File: src/rtl/div_ctrl_pkg.sv
`default_nettype none
// ============================================================================
// Module      : div_ctrl_pkg
// Description : Shared state encodings, divide opcodes and defaults for the
//               EX-stage divider controller.
// Revision    : 1.0 - initial release
// ============================================================================
package div_ctrl_pkg;

    typedef enum logic [1:0] {
        ST_IDLE = 2'b00,
        ST_WAIT = 2'b01,
        ST_DONE = 2'b10
    } div_state_t;

    localparam logic [1:0] C_DIV_OP_NONE = 2'b00;
    localparam logic [1:0] C_DIV_OP_DIV  = 2'b01;
    localparam logic [1:0] C_DIV_OP_DIVU = 2'b10;

    localparam int C_TIMEOUT_DEFAULT = 64;

    // Opcode 2'b11 is reserved and behaves like "no divide".
    function automatic logic is_div_op(input logic [1:0] op);
        return (op == C_DIV_OP_DIV) || (op == C_DIV_OP_DIVU);
    endfunction

endpackage : div_ctrl_pkg
`default_nettype wire

File: src/rtl/div_ctrl.sv
`default_nettype none
// ============================================================================
// Module      : div_ctrl
// Description : Sequences a multi-cycle divide from EX: latches operands,
//               holds the pipeline, captures {quotient,remainder} into LO/HI
//               and handles flush, divide-by-zero and divider timeout.
// Revision    : 1.0 - initial release
// ============================================================================
module div_ctrl
    import div_ctrl_pkg::*;
#(
    parameter int TIMEOUT_CYC = C_TIMEOUT_DEFAULT
) (
    input  logic        clk,
    input  logic        rst,
    input  logic [1:0]  div_op_i,
    input  logic [31:0] reg1_i,
    input  logic [31:0] reg2_i,
    input  logic        flush_i,
    input  logic        ex_stall_i,
    input  logic [63:0] div_result_i,
    input  logic        div_ready_i,
    output logic        div_start_o,
    output logic        div_annul_o,
    output logic        signed_div_o,
    output logic [31:0] div_opdata1_o,
    output logic [31:0] div_opdata2_o,
    output logic        stallreq_o,
    output logic [31:0] hi_o,
    output logic [31:0] lo_o,
    output logic        whilo_o,
    output logic        div0_o,
    output logic        timeout_o
);

    localparam int                 C_CNT_W    = (TIMEOUT_CYC > 1) ? $clog2(TIMEOUT_CYC) : 1;
    localparam logic [C_CNT_W-1:0] C_CNT_LAST = C_CNT_W'(TIMEOUT_CYC - 1);

    div_state_t         r_state;
    logic [31:0]        r_op1;
    logic [31:0]        r_op2;
    logic               r_signed;
    logic               r_div0;
    logic [31:0]        r_hi;
    logic [31:0]        r_lo;
    logic [C_CNT_W-1:0] r_cnt;
    logic               r_timeout;
    logic               r_annul_pend;

    div_state_t w_state_nxt;
    logic       w_issue;
    logic       w_capture;
    logic       w_timeout_hit;
    logic       w_annul_flush;
    logic       w_start;
    logic       w_stallreq;
    logic       w_whilo;

    // Flush outranks both a divider result and a new issue in the same cycle.
    always_comb begin
        w_state_nxt   = r_state;
        w_issue       = 1'b0;
        w_capture     = 1'b0;
        w_timeout_hit = 1'b0;
        w_annul_flush = 1'b0;
        w_start       = 1'b0;
        w_stallreq    = 1'b0;
        w_whilo       = 1'b0;
        case (r_state)
            ST_IDLE: begin
                if (is_div_op(div_op_i) && !flush_i) begin
                    w_issue     = 1'b1;
                    w_stallreq  = 1'b1;
                    w_state_nxt = ST_WAIT;
                end
            end
            ST_WAIT: begin
                w_stallreq = 1'b1;
                if (flush_i) begin
                    w_annul_flush = 1'b1;
                    w_state_nxt   = ST_IDLE;
                end else begin
                    w_start = 1'b1;
                    if (div_ready_i) begin
                        w_capture   = 1'b1;
                        w_state_nxt = ST_DONE;
                    end else if (r_cnt == C_CNT_LAST) begin
                        w_timeout_hit = 1'b1;
                        w_state_nxt   = ST_IDLE;
                    end
                end
            end
            ST_DONE: begin
                if (flush_i) begin
                    w_state_nxt = ST_IDLE;
                end else begin
                    w_whilo = 1'b1;
                    if (!ex_stall_i) begin
                        w_state_nxt = ST_IDLE;
                    end
                end
            end
            default: begin
                w_state_nxt = ST_IDLE;
            end
        endcase
    end

    always_ff @(posedge clk) begin
        if (rst) begin
            r_state      <= ST_IDLE;
            r_op1        <= 32'd0;
            r_op2        <= 32'd0;
            r_signed     <= 1'b0;
            r_div0       <= 1'b0;
            r_hi         <= 32'd0;
            r_lo         <= 32'd0;
            r_cnt        <= '0;
            r_timeout    <= 1'b0;
            r_annul_pend <= 1'b0;
        end else begin
            r_state      <= w_state_nxt;
            // Timeout annul lands in the IDLE cycle after the last WAIT cycle,
            // so it can never coincide with div_start_o.
            r_annul_pend <= w_timeout_hit;
            if (w_issue) begin
                r_op1    <= reg1_i;
                r_op2    <= reg2_i;
                r_signed <= (div_op_i == C_DIV_OP_DIV);
                r_div0   <= (reg2_i == 32'd0);
                r_cnt    <= '0;
            end else if (r_state == ST_WAIT) begin
                r_cnt <= r_cnt + C_CNT_W'(1);
            end
            if (w_capture) begin
                r_lo <= r_div0 ? 32'd0 : div_result_i[63:32];
                r_hi <= r_div0 ? 32'd0 : div_result_i[31:0];
            end
            if (w_timeout_hit) begin
                r_timeout <= 1'b1;
            end
        end
    end

    assign div_start_o   = w_start;
    assign div_annul_o   = w_annul_flush | r_annul_pend;
    assign signed_div_o  = r_signed;
    assign div_opdata1_o = r_op1;
    assign div_opdata2_o = r_op2;
    assign stallreq_o    = w_stallreq;
    assign hi_o          = r_hi;
    assign lo_o          = r_lo;
    assign whilo_o       = w_whilo;
    assign div0_o        = w_whilo & r_div0;
    assign timeout_o     = r_timeout;

endmodule : div_ctrl
`default_nettype wire

File: config.mk
export PLATFORM = sky130hd
export DESIGN_NAME = div_ctrl
export DESIGN_NICKNAME = d
export VERILOG_FILES = /design/src/rtl/div_ctrl_pkg.sv /design/src/rtl/div_ctrl.sv
export SDC_FILE = /design/constraint.sdc
export NUM_CORES = 1
export LEC_CHECK = 0
export CAP_MARGIN = 20
export CORE_MARGIN = 2
export CORE_UTILIZATION = 23
export DETAILED_ROUTE_END_ITERATION = 7
export PLACE_DENSITY_LB_ADDON = 0.2
export SKIP_LAST_GASP = 1
export SLEW_MARGIN = 10
export SYNTH_ARGS = -nofsm -noshare
export SYNTH_HDL_FRONTEND = slang
export SYNTH_SLANG_ARGS = --single-unit
File: constraint.sdc
create_clock -name clk -period 2.2 [get_ports clk]
set_clock_uncertainty 0.1 [all_clocks]
set_input_delay 0.33 -clock clk [delete_from_list [all_inputs] [get_ports clk]]
set_output_delay 0.33 -clock clk [all_outputs]
set_load 0.03 [all_outputs]
==> impl_metrics.py, run 1 <==
metrics = {
    "placed_design": {
        "dp.cells": 1169,
        "io_buffers": 269,
        "dp_hpwl_um": 13000,
        "place_congestion": 0.741,
    },
    "worst_setup_path": {
        "worstReg2RegEnd": "r_div0",
        "worstSetupPathType": "input pin to output port",
        "crit_path_end": "div0_o",
        "ff2ff_path_depth": 4,
        "regToRegStartpoint": "r_state[1]",
        "cp-end-kind": "output port",
        "crit_fanout": 5,
        "crit_required_ps": 1770,
        "cp-start-kind": "input pin",
        "r2r_slack_ps": 550,
        "critPathLaunch": "flush_i",
        "arrival_ps": 1690,
    },
    "outcome": {
        "status": "completed",
    },
    "timing": {
        "period_needed_ps": 2120,
        "slew_headroom": 0.642,
        "tns_ps": 0,
        "period_share": 0.964,
        "maxSlewViolCount": 0,
        "setup_viol": 0,
        "tightest_slew_ps": 536,
        "final_hold_viol_count": 0,
        "rsz0062_at_grt": "false",
        "max_freq_mhz": 472,
    },
    "floorplan": {
        "coreArea_mm2": 0.0224,
        "rows": 55,
        "dieArea_mm2": 0.0239,
        "die_x_um": 155,
        "start_util": 0.232,
        "ios": 270,
        "die_y_um": 155,
    },
    "routing": {
        "first_pass_iters": 4,
        "wirelength_um": 18500,
        "drtIter0Drc": 203,
        "wl_per_cell_um": 15.4,
        "via_per_inst": 4.43,
        "post-route-drc-count": 0,
        "vias": 5311,
        "ant_nets": 0,
    },
    "yosys": {
        "ys_seq_area_frac": 0.538,
        "ys.flop_type": "dfxtp_1",
        "mappedNetlistArea_mm2": 0.00521,
        "yosysWarnings": 0,
        "syn-num-nets": 780,
        "synth_edf_count": 0,
        "async_flop_share": 0,
        "syn_area_per_cell_um2": 8.11,
        "syn_inst": 643,
        "yosysUniqueCellTypes": 35,
        "synth-seq-cells": 140,
    },
    "job": {
        "maxCapViolations": 0,
    },
    "clocking": {
        "clock-sinks": 140,
        "cts.htree.levels": 4,
        "clk_path_buf_depth": 2,
        "cts_resized": 1,
        "cts_buffers": 17,
        "post_cts_buffers": 0,
        "clkLatencyLatePin_ps": 410,
        "cts_tree": "yes",
        "cts.clk_slew.worst_paths_ps": 60,
        "root_buffer": "clkbuf_16",
        "hold_buffers": 0,
    },
    "layout": {
        "layout-drive-gt1-share": 0.0754,
        "stdcell_count": 1200,
        "multi_input_area_mm2": 0.00210,
        "antenna_cells": 0,
        "final_nets": 1040,
        "fill_cells": 2225,
        "seq_area_mm2": 0.00281,
        "area_growth_pct": 71.3,
    },
    "pwr": {
        "powerDensity_mw_per_mm2": 762,
        "power_switching_mw": 1.69,
        "ir_worst_vdd_mv": 0.436,
        "pwr-share-seq": 0.393,
        "clockPowerShare": 0.469,
        "combPwrFrac": 0.138,
        "internal-power_mw": 5.12,
        "p_sw_frac": 0.248,
        "p_leak_nw": 3.07,
    },
    "grt": {
        "grt_antenna_before_repair": 0,
        "grt_max_degree": 63,
        "grt_use_met3": 0.0586,
        "grt_pass1_wl_um": 29300,
        "use_met1": 0.194,
        "grt.overflow.total": 0,
        "use_met2": 0.247,
        "grt_pass1_vias": 5299,
        "grt_usage": 0.154,
        "top_usage_layer": "met2",
    },
    "min_path": {
        "hp-class": "input pin to flop",
    },
}
power groups by stage:
stage               Combinational, mW  Sequential, mW  Clock, mW
CTS                             0.954            2.67       3.30
global route                     1.01            2.68       3.40
global placement                0.950            2.73          0
floorplan                       0.262            2.89          0
finish                          0.941            2.67       3.19
detailed placement              0.951            2.73          0
cell type report:
cell class	instances	share of cell area
timing repair buffer	294	0.336
inverter	5	0.00210
clock inverter	13	0.0240
multi-input combinational	445	0.236
sequential	140	0.314
tap	285	0.0399
clock buffer	18	0.0481
metrics by stage:
stage	power [mW]	utilization	hold WS, ps	cell area (um2)	worst slack, ps
floorplan	3.15	-	366	5210	3.93
global placement	3.68	0.369	333	8280	-212
detailed placement	3.68	0.369	344	8280	-182
CTS	6.93	0.398	99.9	8930	21.1
global route	7.09	0.398	111	8930	19.4
finish	6.80	0.398	109	8930	79.4
cells by family (layout without fill, tap and decap cells):
logic type,after synthesis,count (layout),share of synthesized area
simple gates,299,299,0.251
compound gates,141,141,0.139
flops,140,140,0.538
buf+inv,58,330,0.0619
fa+ha+maj,2,2,0.00480
xor+xnor,2,2,0.00336
mux,1,1,0.00192
state kept, by name, indices dropped and copies added, names as in the netlist:
register	cells
div_opdata1_o	32
div_opdata2_o	32
hi_o	32
lo_o	32
r_cnt	6
r_state	2
r_annul_pend	1
r_div0	1
signed_div_o	1
timeout_o	1
worst min path at each step:
stage | start | endpoint | slack [ps] | depth (start not counted)
finish | rst | div_opdata1_o[11] | 110 | 2
global route | rst | div_opdata1_o[15] | 110 | 2
CTS | rst | div_opdata1_o[11] | 100 | 2
detailed placement | lo_o[29] | lo_o[29] | 340 | 2
global placement | timeout_o | timeout_o | 330 | 2
floorplan | reg1_i[10] | div_opdata1_o[10] | 370 | 2
cell usage in the layout (no fill, tap or decap), types with 5 or more instances in the layout:
master / n
a21oi_1: 134
buf_12: 11
buf_4: 20
bufinv_16: 5
clkbuf_16: 17
clkdlybuf4s50_1: 263
dfxtp_1: 138
nand2_1: 196
nand3_1: 65
nor2_1: 10
nor4_1: 7
metal layers:
metal | vias up | part of all wire | routed length (um)
li1 | 2670 | - | -
met1 | 2443 | 0.45 | 8320
met2 | 185 | 0.46 | 8480
met3 | 13 | 0.082 | 1530
met4 | 0 | 0.010 | 187
met5 | - | 0 | 0
synth_stat cells, types with 2 or more instances:
library cell    n  area, um2
a21oi_1       134        671
buf_2           6       30.0
buf_4          12       90.1
buf_6           7       78.8
clkbuf_1       27        101
dfxtp_1       140       2800
ha_1            2       25.0
inv_1           5       18.8
nand2_1       196        736
nand3_1        65        325
nand4_1         3       18.8
nor2_1         10       37.5
nor3_1          3       15.0
nor4_1          7       43.8
o21ai_0         3       15.0
or3_1           3       18.8
xnor2_1         2       17.5
critical path: stages:
cell	delay [ps]
clkdlybuf4s50_1	500
buf_4	200
nor3b_1	180
buf_4	160
and2_1	150
buf_4	170
(Power assumes the default switching activity.)
==> inputs of run 2 (changes only) <==
Clock period 2.2 ns to 1.73 ns, I/O delays scaled along.
==> run 2 against run 1 <==
  * The flow now finishes with violations (setup timing)
  * Cell count grew 2.2%
  * Via count rose by 0.73%
  * Combinational power increased by 28%
  * Global-route usage fell by 0.34 points
  * Clock power up 18%
  * Hold slack lost 44 ps
  * Largest cell class unchanged
  * Highest routed layer unchanged
==> impl_metrics.py, run 2 (synthesis results as in run 1) <==
metrics = {
    "routing": {
        "post-route-drc-count": 0,
        "first_pass_iters": 4,
        "vias": 5350,
        "drtIter0Drc": 274,
        "via_per_inst": 4.36,
        "wirelength_um": 18400,
        "ant_nets": 0,
        "wl_per_cell_um": 15.0,
    },
    "placed_design": {
        "io_buffers": 269,
        "dp_hpwl_um": 12700,
        "place_congestion": 0.717,
        "dp.cells": 1186,
        "place_area_mm2": 0.00841,
        "place_ws_ps": -394,
    },
    "worst_setup_path": {
        "crit_fanout": 4,
        "slowest_delay_ps": 360,
        "crit_buf_inv": 2,
        "regToRegStartpoint": "r_state[0]",
        "r2r_slack_ps": 90,
        "worstReg2RegEnd": "div_opdata2_o[19]",
        "ff2ff_path_depth": 5,
        "cp-end-kind": "output port",
        "cp_top_family": "simple AND/OR/NAND/NOR gates",
        "worstSetupPathType": "flop to output port",
        "path_common_cell": "buf_6",
        "crit_path_cell_trace": "buf_6 -> nor3b_4 -> and2_4 -> buf_6",
        "crit_required_ps": 1370,
        "cp-start-kind": "flop",
        "arrival_ps": 1400,
        "crit_path_top_delay_cell": "dfxtp_4",
    },
    "floorplan": {
        "coreArea_mm2": 0.0224,
        "die_y_um": 155,
        "dieArea_mm2": 0.0239,
        "rows": 55,
        "start_util": 0.232,
        "die_x_um": 155,
        "ios": 270,
    },
    "timing": {
        "fin_hold_ws_ps": 64.8,
        "slew_headroom": 0.720,
        "maxSlewViolCount": 0,
        "tns_ps": -27.3,
        "rsz0062_at_grt": "true",
        "worst_slack_ps": -27.3,
        "period_needed_ps": 1760,
        "setup_viol": 1,
        "tightest_slew_ps": 416,
        "final_hold_viol_count": 0,
        "max_freq_mhz": 569,
        "period_share": 1.02,
    },
    "clocking": {
        "cts.clk_slew.worst_paths_ps": 60,
        "root_buffer": "clkbuf_16",
        "clock-sinks": 140,
        "cts.htree.levels": 4,
        "hold_buffers": 0,
        "clk_path_buf_depth": 2,
        "cts_tree": "yes",
        "clkLatencyLatePin_ps": 410,
        "cts_buffers": 17,
    },
    "outcome": {
        "status": "finished with violations",
        "violations": "setup timing",
    },
    "grt": {
        "grt_pass1_vias": 5275,
        "grt.overflow.total": 0,
        "grt_pass1_wl_um": 28800,
        "grt_antenna_before_repair": 0,
        "grt_max_degree": 60,
        "grt_usage": 0.151,
    },
    "pwr": {
        "ir_worst_vdd_mv": 0.553,
        "powerDensity_mw_per_mm2": 928,
        "power_mw": 8.35,
        "p_leak_nw": 3.80,
    },
    "layout": {
        "antenna_cells": 0,
        "seq_area_mm2": 0.00281,
        "layout-drive-gt1-share": 0.109,
        "multi_input_area_mm2": 0.00214,
        "final_core_util": 0.401,
        "area_growth_pct": 72.6,
        "mostFrequentLayoutCells": "nand2_1, dfxtp_1, a21oi_1",
        "finalInstanceArea_mm2": 0.00900,
        "stdcell_count": 1226,
        "fill_cells": 2362,
        "final_nets": 1066,
        "final_common_cell": "nand2_1",
    },
    "min_path": {
        "min_from": "rst",
        "hold_end": "div_opdata1_o[14]",
        "min_path_cells": 2,
        "hp-class": "input pin to flop",
    },
    "job": {
        "maxCapViolations": 0,
    },
}
-- run 2: per-layer routing --
metal  track usage  vias up  share of wire
met4        0.0520        0          0.019
met1         0.190     2428           0.45
met5             0        -              0
met3        0.0530       26          0.077
met2         0.240      179           0.46
li1              -     2717              -
-- run 2: final cells by class --
type                       count  area share
multi-input combinational    445       0.238
timing repair buffer         320       0.342
clock inverter                14      0.0189
inverter                       5     0.00209
clock buffer                  17      0.0473
tap                          285      0.0396
sequential                   140       0.312
-- run 2: how the worst max path moves through the flow --
stage / endpoint / slack (ps) / from / depth (start not counted)
detailed placement: div_opdata1_o[12] / -390 / div_op_i[1] / 7
floorplan: div_opdata1_o[10] / 60 / div_op_i[1] / 7
global route: div0_o / -100 / r_state[0] / 4
CTS: div0_o / -70 / r_state[0] / 4
global placement: r_div0 / -390 / div_op_i[1] / 8
finish: div0_o / -30 / r_state[0] / 4
-- run 2: worst reg2reg max path, cell delays in order, from the launching register on --
cell and delay, ps:
dfxtp_4 360, buf_4 130, or4_4 560, buf_12 210
nand2_1 110, a21oi_1 60
-- run 2: power by group --
part / total [mW] / internal (mW) / switching [mW]
Combinational: 1.20 / 0.579 / 0.619
Clock: 3.76 / 2.27 / 1.50
Sequential: 3.39 / 3.34 / 0.0511
Total: 8.35 / 6.18 / 2.17
-- run 2: timing repair --
item / in CTS / in global routing
gates resized for setup: 148 / 5
pin swaps: 4 / 4
endpoints found under the setup margin: 135 / 21
gates cloned: 0 / 1
buffers inserted: 6 / 2
